<file path="config.mk">
export PLATFORM = sky130hd
export DESIGN_NAME = regfile_sb
export DESIGN_NICKNAME = d
export VERILOG_FILES = /design/src/rtl/regfile_pkg.sv /design/src/rtl/regfile_scoreboard.sv /design/src/rtl/regfile_sb.sv
export SDC_FILE = /design/constraint.sdc
export NUM_CORES = 2
export LEC_CHECK = 0
export ABC_AREA = 0
export BUFFER_PORTS_ARGS = -buffer_cell sky130_fd_sc_hd__buf_4
export CAP_MARGIN = 10
export CORE_MARGIN = 8
export CORE_UTILIZATION = 40
export DETAILED_ROUTE_END_ITERATION = 6
export PLACE_DENSITY = 0.67
export SKIP_LAST_GASP = 1
export SLEW_MARGIN = 20
export SYNTH_ARGS = -nofsm -noshare
export SYNTH_HDL_FRONTEND = slang
export SYNTH_SLANG_ARGS = --single-unit
</file>
<file path="constraint.sdc">
create_clock -name clk -period 2.72 [get_ports clk]
set_clock_uncertainty 0.15 [all_clocks]
set_input_delay 0.272 -clock clk [delete_from_list [all_inputs] [get_ports clk]]
set_output_delay 0.272 -clock clk [all_outputs]
set_load 0.02 [all_outputs]
</file>
<file path="src/rtl/regfile_pkg.sv">
// regfile_pkg: shared definitions for the regfile_sb register file slice.
//   RESET_PC_DEF : default PC value loaded on reset
//   REG_ZERO     : index of the hardwired zero register
//   slice_lo()   : low bit of element idx inside a packed multi-port bus
package regfile_pkg;

  localparam logic [31:0] RESET_PC_DEF = 32'h8000_0000;
  localparam int          REG_ZERO     = 0;

  function automatic int slice_lo(input int idx, input int width);
    return idx * width;
  endfunction

endpackage

</file>
<file path="src/rtl/regfile_scoreboard.sv">
// regfile_scoreboard: per-register busy tracking for RAW hazard detection.
// Optional macro REGFILE_BYPASS_EN: a same-cycle write to a read port's
// register suppresses that port's hazard (the value is forwarded instead).
// Ports:
//   clk, rst      clock, synchronous active-high reset
//   i_wr_en/addr  writeback ports (clear busy)
//   i_iss_valid/rd issue marking (set busy)
//   i_flush       clear all busy bits
//   i_rd_addr     read indices to look up
//   o_rd_hazard   per read port hazard
//   o_busy        busy vector, bit 0 always 0
module regfile_scoreboard
  import regfile_pkg::*;
#(
  parameter int ADDR_WIDTH = 5,
  parameter int NR_RD      = 2,
  parameter int NR_WR      = 1
) (
  input  logic                        clk,
  input  logic                        rst,
  input  logic [NR_WR-1:0]            i_wr_en,
  input  logic [NR_WR*ADDR_WIDTH-1:0] i_wr_addr,
  input  logic                        i_iss_valid,
  input  logic [ADDR_WIDTH-1:0]       i_iss_rd,
  input  logic                        i_flush,
  input  logic [NR_RD*ADDR_WIDTH-1:0] i_rd_addr,
  output logic [NR_RD-1:0]            o_rd_hazard,
  output logic [2**ADDR_WIDTH-1:0]    o_busy
);

  localparam int NREG = 2**ADDR_WIDTH;

  logic [NREG-1:0]  r_busy;
  logic [NREG-1:0]  w_busy_nxt;
  logic [NR_RD-1:0] w_hazard;

  // Priority: flush clears everything and drops a same-cycle issue;
  // otherwise writeback clears first and issue sets afterwards, so a new
  // producer supersedes a write to the same register.
  always_comb begin
    w_busy_nxt = r_busy;
    if (i_flush) begin
      w_busy_nxt = '0;
    end else begin
      for (int j = 0; j < NR_WR; j++) begin
        if (i_wr_en[j])
          w_busy_nxt[i_wr_addr[slice_lo(j, ADDR_WIDTH) +: ADDR_WIDTH]] = 1'b0;
      end
      if (i_iss_valid)
        w_busy_nxt[i_iss_rd] = 1'b1;
    end
    w_busy_nxt[REG_ZERO] = 1'b0;
  end

  always_ff @(posedge clk) begin
    if (rst) r_busy <= '0;
    else     r_busy <= w_busy_nxt;
  end

  always_comb begin
    w_hazard = '0;
    for (int i = 0; i < NR_RD; i++) begin
      w_hazard[i] = r_busy[i_rd_addr[slice_lo(i, ADDR_WIDTH) +: ADDR_WIDTH]]
                  & (i_rd_addr[slice_lo(i, ADDR_WIDTH) +: ADDR_WIDTH] != ADDR_WIDTH'(REG_ZERO));
`ifdef REGFILE_BYPASS_EN
      // The forwarded write value satisfies the read this cycle.
      for (int j = 0; j < NR_WR; j++) begin
        if (i_wr_en[j] &&
            i_wr_addr[slice_lo(j, ADDR_WIDTH) +: ADDR_WIDTH] ==
            i_rd_addr[slice_lo(i, ADDR_WIDTH) +: ADDR_WIDTH])
          w_hazard[i] = 1'b0;
      end
`endif
    end
  end

  assign o_rd_hazard = w_hazard;
  assign o_busy      = r_busy;

endmodule

</file>
<file path="src/rtl/regfile_sb.sv">
// regfile_sb: integer register file with PC register and busy scoreboard.
// Optional macro REGFILE_BYPASS_EN: reads of a register written in the same
// cycle return the write data combinationally (highest write port wins).
// Ports:
//   clk, rst          clock, synchronous active-high reset
//   rd_addr/rd_data   NR_RD packed read ports (combinational)
//   rd_hazard         read port register busy and not forwarded
//   wr_en/addr/data   NR_WR packed write ports (higher port wins)
//   iss_valid/iss_rd  issue marking of destination register
//   flush             clear all busy bits
//   pc_en/pc_next     sequential PC update
//   pc_redirect/pc_target  redirect, overrides pc_en
//   pc                current PC
//   busy              scoreboard vector
module regfile_sb
  import regfile_pkg::*;
#(
  parameter int                    ADDR_WIDTH = 5,
  parameter int                    DATA_WIDTH = 32,
  parameter int                    NR_RD      = 2,
  parameter int                    NR_WR      = 1,
  parameter logic [DATA_WIDTH-1:0] RESET_PC   = DATA_WIDTH'(RESET_PC_DEF)
) (
  input  logic                        clk,
  input  logic                        rst,
  input  logic [NR_RD*ADDR_WIDTH-1:0] rd_addr,
  output logic [NR_RD*DATA_WIDTH-1:0] rd_data,
  output logic [NR_RD-1:0]            rd_hazard,
  input  logic [NR_WR-1:0]            wr_en,
  input  logic [NR_WR*ADDR_WIDTH-1:0] wr_addr,
  input  logic [NR_WR*DATA_WIDTH-1:0] wr_data,
  input  logic                        iss_valid,
  input  logic [ADDR_WIDTH-1:0]       iss_rd,
  input  logic                        flush,
  input  logic                        pc_en,
  input  logic                        pc_redirect,
  input  logic [DATA_WIDTH-1:0]       pc_next,
  input  logic [DATA_WIDTH-1:0]       pc_target,
  output logic [DATA_WIDTH-1:0]       pc,
  output logic [2**ADDR_WIDTH-1:0]    busy
);

  localparam int NREG = 2**ADDR_WIDTH;

  logic [DATA_WIDTH-1:0]       r_regs [NREG];
  logic [DATA_WIDTH-1:0]       r_pc;
  logic [NR_RD*DATA_WIDTH-1:0] w_rd_data;

  // Ascending port order makes the highest enabled port's write the last
  // non-blocking assignment, so it wins on an address collision.
  always_ff @(posedge clk) begin
    if (rst) begin
      for (int k = 0; k < NREG; k++) r_regs[k] <= '0;
    end else begin
      for (int j = 0; j < NR_WR; j++) begin
        if (wr_en[j] &&
            wr_addr[slice_lo(j, ADDR_WIDTH) +: ADDR_WIDTH] != ADDR_WIDTH'(REG_ZERO))
          r_regs[wr_addr[slice_lo(j, ADDR_WIDTH) +: ADDR_WIDTH]] <=
            wr_data[slice_lo(j, DATA_WIDTH) +: DATA_WIDTH];
      end
    end
  end

  always_comb begin
    w_rd_data = '0;
    for (int i = 0; i < NR_RD; i++) begin
      if (rd_addr[slice_lo(i, ADDR_WIDTH) +: ADDR_WIDTH] != ADDR_WIDTH'(REG_ZERO)) begin
        w_rd_data[slice_lo(i, DATA_WIDTH) +: DATA_WIDTH] =
          r_regs[rd_addr[slice_lo(i, ADDR_WIDTH) +: ADDR_WIDTH]];
`ifdef REGFILE_BYPASS_EN
        // Later (higher) ports override earlier matches.
        for (int j = 0; j < NR_WR; j++) begin
          if (wr_en[j] &&
              wr_addr[slice_lo(j, ADDR_WIDTH) +: ADDR_WIDTH] ==
              rd_addr[slice_lo(i, ADDR_WIDTH) +: ADDR_WIDTH])
            w_rd_data[slice_lo(i, DATA_WIDTH) +: DATA_WIDTH] =
              wr_data[slice_lo(j, DATA_WIDTH) +: DATA_WIDTH];
        end
`endif
      end
    end
  end

  assign rd_data = w_rd_data;

  always_ff @(posedge clk) begin
    if (rst)              r_pc <= RESET_PC;
    else if (pc_redirect) r_pc <= pc_target;
    else if (pc_en)       r_pc <= pc_next;
  end

  assign pc = r_pc;

  regfile_scoreboard #(
    .ADDR_WIDTH (ADDR_WIDTH),
    .NR_RD      (NR_RD),
    .NR_WR      (NR_WR)
  ) u_scoreboard (
    .clk         (clk),
    .rst         (rst),
    .i_wr_en     (wr_en),
    .i_wr_addr   (wr_addr),
    .i_iss_valid (iss_valid),
    .i_iss_rd    (iss_rd),
    .i_flush     (flush),
    .i_rd_addr   (rd_addr),
    .o_rd_hazard (rd_hazard),
    .o_busy      (busy)
  );

endmodule

</file>
After elaboration in Yosys (flattened, before gate mapping)
Memories as Yosys holds them, arrays and structs flattened.
Index checks and enable logic that the tools add are counted.
{ "classes": {"n_lt_le_gt_ge": 6, "bitwise": 5, "n_reduce_logical": 9, "mux": 23} }
{ "op_table": {"columns": ["operator", "n"], "rows": [
  ["32-bit two-way mux", 8],
  ["32-bit bitwise AND", 1],
  ["32-bit NOT", 1],
  ["32-bit OR", 1],
  ["32-bit OR reduction", 1],
  ["5-bit by 6-bit less-than comparator with 1-bit output, second input constant", 4],
  ["5-bit nonzero test", 3],
  ["1-bit binary-select mux with 5-bit select", 2],
  ["1-bit demux with 5-bit select", 2],
  ["5-bit by 1-bit greater-or-equal comparator with 1-bit output, second input constant", 2],
  ["1-bit two-way mux", 10],
  ["5-bit two-way mux", 1],
  ["1-bit logical AND", 3],
  ["1-bit bitwise AND", 2],
  ["2-bit nonzero test", 1],
  ["2-bit OR reduction", 1]
]} }
{ "word_totals": {"word_cells": 47, "out_inout_bits": 130, "regBits": 64, "n_memories": 1, "ramBits": 1024, "input_bits": 123} }
{ "mem_list": {"columns": ["name", "words", "word_bits", "read_ports", "rd_ports_with_merged_regs", "wr", "line_no", "text"], "rows": [
  ["r_regs", 32, 32, 2, 0, 32, "regfile_sb.sv:45", "logic [DATA_WIDTH-1:0] r_regs [NREG];"]
]} }

Depth between registers and ports, before layout
{ "depth": {"depth_word": 10, "ltp_mapped": 8, "depth_no_buf": 4} }

Cells and area by module
A second synthesis with hierarchy kept.
{ "unflattened": {"cells_unflattened": 4092, "hier_area_um2": 57931.8} }
{ "by_module_without_submodules": {"columns": ["module", "area_each_um2", "cells_each", "seq_area_each_um2", "instances"], "rows": [
  ["regfile_sb", 56011.2, 3860, 31390.1, 1],
  ["regfile_scoreboard", 1920.6, 232, 620.6, 1]
]} }

Worst setup path after synthesis
OpenSTA, ideal clock, no wires.
{ "synth_path": {"kind": "input to register", "from": "in wr_addr[2]", "to": "mem r_regs[1][0], enable pin", "setup_ns": 0.428, "required_time_ns": 2.142, "arrival_ns": 2.335, "n_path_buf": 1, "path_stages": 3, "path_slack_ns": -0.193, "cell_sequence": "or3_1 > buf_4 > o21bai_1"} }
{ "synth_rtl": {"columns": ["element", "line_no", "text"], "rows": [
  ["start: declaration", "regfile_sb.sv:30", "input logic [NR_WR*ADDR_WIDTH-1:0] wr_addr,"],
  ["end: declaration", "regfile_sb.sv:45", null]
]} }

Final worst setup path
{ "layout_path": {"from": "in rd_addr[6]", "to": "out rd_data[34]"} }
{ "layout_via": {"elab_chain_len": 2, "elab_cells_between_ends": 3, "classes_between": "mux: 1; reduce/logical: 1; memory: 1"} }
{ "layout_rtl": {"columns": ["element", "line_no", "text"], "rows": [
  ["start: declaration", "regfile_sb.sv:26", "input logic [NR_RD*ADDR_WIDTH-1:0] rd_addr,"],
  ["memory read 32 x 32 bit / 5-bit nonzero test (equally long branches)", null, null],
  ["32-bit two-way mux *", "regfile_sb.sv:67", "if (rd_addr[slice_lo(i, ADDR_WIDTH) +: ADDR_WIDTH] != ADDR_WIDTH'(REG_ZERO)) begin"],
  ["end: declaration", "regfile_sb.sv:27", "output logic [NR_RD*DATA_WIDTH-1:0] rd_data,"]
]} }
Every way passes the cells marked *; elsewhere a longest branch is shown, timed or not.

==> impl_metrics.json <==
{
  "status": "finished, violations left",
  "violations": "setup timing",
  "slowest_stage": "or4_2",
  "ff2ff_path_depth": 5,
  "drv_slew": 0,
  "area_growth_pct": 23.38,
  "routedWlPerCell_um": 30.62,
  "syn_area_sq_um": 58390,
  "rsz0062_at_grt": "yes",
  "finalWorstSetupSlack_ns": -0.2224,
  "cp.required_ns": 2.30,
  "clock_latency_ns": 0.75,
  "ys_async_sr_fraction": 0,
  "cap_violations": 0,
  "end_kind": "primary output",
  "multi_input_area_sq_um": 26100,
  "cp_common_cell": "buf_4",
  "fp.coreArea_sq_um": 145200,
  "grt_pass1_wl_mm": 283.0,
  "gp_congestion": 1.023,
  "period_minus_slack_ns": 2.942,
  "vias": 39914,
  "fin_tns_setup_ns": -7.807,
  "synth.distinct_cells": 47,
  "htreeDepth": 3,
  "grt-ovfl-total": 0,
  "design_area_sq_um": 72040,
  "p_per_area_nw_per_um2": 587.7,
  "antenna_found_initial": 12,
  "clkSinkCount": 1087,
  "initial_core_util": 0.4021,
  "synth-main-ff-cell": "edfxtp_1",
  "root_buffer": "clkbuf_16",
  "final_layout_size_suffix_gt1_frac": 0.3754,
  "path_max_fanout": 13,
  "grt_pass1_vias": 40531,
  "seqCellArea_sq_um": 32040,
  "finalSetupViolations": 65,
  "cp-start-kind": "input port",
  "crit_buf_inv": 5,
  "worstMarginPinSlew_ns": 1.032,
  "slew-limit-headroom": 0.3120,
  "syn_inst": 3987,
  "cpLargestDelayFamily": "simple AND/OR/NAND/NOR gates",
  "via_per_inst": 6.119,
  "path_clk_slew_ns": 0.07,
  "firstDrtPassIters": 5,
  "die_h_um": 398.1,
  "synth-edff-count": 1024,
  "cts_buffers": 115,
  "fmax_ghz": 0.3399,
  "fill_cells": 12011,
  "vdd_drop_max_uv": 463.0,
  "synth_warnings": 0,
  "yosysSeqAreaShare": 0.5482,
  "worst-setup-path-type": "in -> out",
  "wl_mm": 199.7,
  "cp_cell_sequence": "buf_8 > buf_12 > buf_4 > or4_2 > o21ai_4 > a311oi_2 > buf_4 > buf_6",
  "cts.path.max_buffers": 3,
  "syn_avg_cell_area_sq_um": 14.64,
  "worstPathArrival_ns": 2.52,
  "track_usage": 0.2443,
  "ys_seq_elements": 1087,
  "dieArea_sq_um": 158500,
  "drtIter0Drc": 5111,
  "hpwlAfterDp_mm": 132.3,
  "ant_nets": 0,
  "io_pins": 253,
  "tritoncts": "built",
  "cp.depth": 8,
  "die_w_um": 398.1,
  "hp-class": "in -> reg",
  "cellLeakagePower_nw": 25.71,
  "hold_depth": 4,
  "route.detailed.drc": 0,
  "fin_crit_sh": 1.082,
  "grt_max_degree": 64,
  "rows": 140,
  "place_area_sq_um": 65030,
  "nets": 4625,
  "io_buffer_count": 251,
  "hold_viol": 0,
  "max_stage_delay_ns": 1.05
}
-- final timing paths --
check	from	to	slack, ns
setup / recovery	rd_addr[6]	rd_data[34]	-0.22
hold / removal	wr_addr[0]	u_scoreboard.o_busy[19]	0.17
setup reg to reg	pc[5]	pc[5]	1.04
hold reg to reg	u_scoreboard.o_busy[8]	u_scoreboard.o_busy[8]	0.36
-- sequential cells by signal, summed over array words and instances (netlist names) --
signal               flops
pc                      32
r_regs                1024
u_scoreboard.o_busy     31
-- layer usage --
layer / vias to the layer above / part of all wire / wire [um] / GRT usage
li1: 16333 / - / - / -
met1: 20339 / 0.38 / 76860 / 0.3323
met2: 2753 / 0.44 / 88510 / 0.3688
met3: 477 / 0.12 / 23580 / 0.05991
met4: 12 / 0.054 / 10720 / 0.1158
met5: - / 0.00038 / 75 / 0
-- cell usage in the layout (no fill, tap or decap), types with 33 or more instances in the layout --
cell           synthesis  layout
edfxtp_1            1024    1024
and2_1               993     994
buf_4                 32     520
mux4_2               460     460
mux2i_1              164     164
dlygate4sd3_1          0     118
clkbuf_16              0     116
buf_12                 5      99
nand2_1               72      72
nor2_1               103      70
a21oi_1               64      62
mux2_4                 0      55
a22oi_1               66      52
o21ai_1              109      51
a211oi_2               0      51
buf_6                 54      51
dfxtp_1               63      50
a221oi_2              43      46
nor2b_1               66      35
o21ai_2                0      35
clkinv_2               0      34
o21ai_0               37      34
nor2_2                 2      33
conb_1                 1      33
-- per-stage QoR --
stage / setup slack [ns] / instances / power (mW) / utilization / hold slack [ns]
after floorplan: -0.1927 / 4019 / 23.11 / - / 0.2541
after global placement: -0.4439 / 6180 / 25.69 / 0.4478 / 0.3457
after detailed placement: -0.4515 / 6180 / 25.81 / 0.4478 / 0.3548
after CTS: -0.2555 / 6521 / 42.15 / 0.4913 / 0.1057
after global routing: -0.3028 / 6521 / 43.33 / 0.4961 / 0.1562
final: -0.2224 / 6523 / 42.34 / 0.4961 / 0.1693
-- where the power goes --
| group | switching [mW] | internal, mW | leakage (nW) |
|---|---|---|---|
| Clock | 7.03 | 9.00 | 1.86 |
| Sequential | 0.470 | 19.2 | 10.3 |
| Combinational | 3.59 | 3.06 | 13.6 |
-- worst register-to-register path: stages (launching register included) --
cell	delay, ns
dfxtp_1	0.33
mux2i_1	0.13
nor2_1	0.07
a21oi_1	0.19
dlygate4sd3_1	0.60
nor2_1	0.06
-- synth_stat cells (4+ instances only) --
master	number	share of area
edfxtp_1	1024	0.53
and2_1	993	0.11
mux4_2	460	0.18
clkbuf_1	228	0.015
mux2i_1	164	0.028
o21ai_1	109	0.0093
nor2_1	103	0.0066
buf_2	86	0.0074
nand2_1	72	0.0046
mux2_2	69	0.013
a22oi_1	66	0.0085
nor2b_1	66	0.0071
a211oi_1	64	0.0082
a21oi_1	64	0.0055
a311oi_1	64	0.0096
dfxtp_1	63	0.022
buf_6	54	0.010
a221oi_2	43	0.011
o21ai_0	37	0.0032
buf_4	32	0.0041
or2_2	28	0.0030
o2111ai_1	17	0.0025
clkbuf_2	12	0.0010
buf_1	9	0.00058
nand3b_1	7	0.00090
a221oi_1	6	0.00090
buf_12	5	0.0017
nand2b_1	5	0.00054
nand3_1	4	0.00034
nor3b_1	4	0.00051
o21bai_1	4	0.00051
-- area by class of cell --
type,count,share of cell area
diodes,3,0.0001042
clock buffers,135,0.04128
clock inverters,83,0.01125
inverters,2,0.0001389
multi-input cells,2504,0.3623
flip-flops and latches,1087,0.4447
well taps,1917,0.03329
repair buffers,792,0.1069
-- what timing repair did --
action,in CTS,in global routing
buffers inserted,9,2
pin swaps,90,41
endpoints found under the hold margin,1055,0
gates cloned,1,0
setup endpoints to repair,66,66
resized for setup,281,129
hold buffers,118,0
-- cells by family after synthesis --
group,count (synthesis),synth area share
and+or+nand+nor,1299,0.1324
DFF,1087,0.5482
muxes,693,0.2189
AOI/OAI and AO/OA,478,0.06019
buffers and inverters,429,0.04026
other,1,0.00006422
Note: power is estimated with default switching activity, not from simulation.
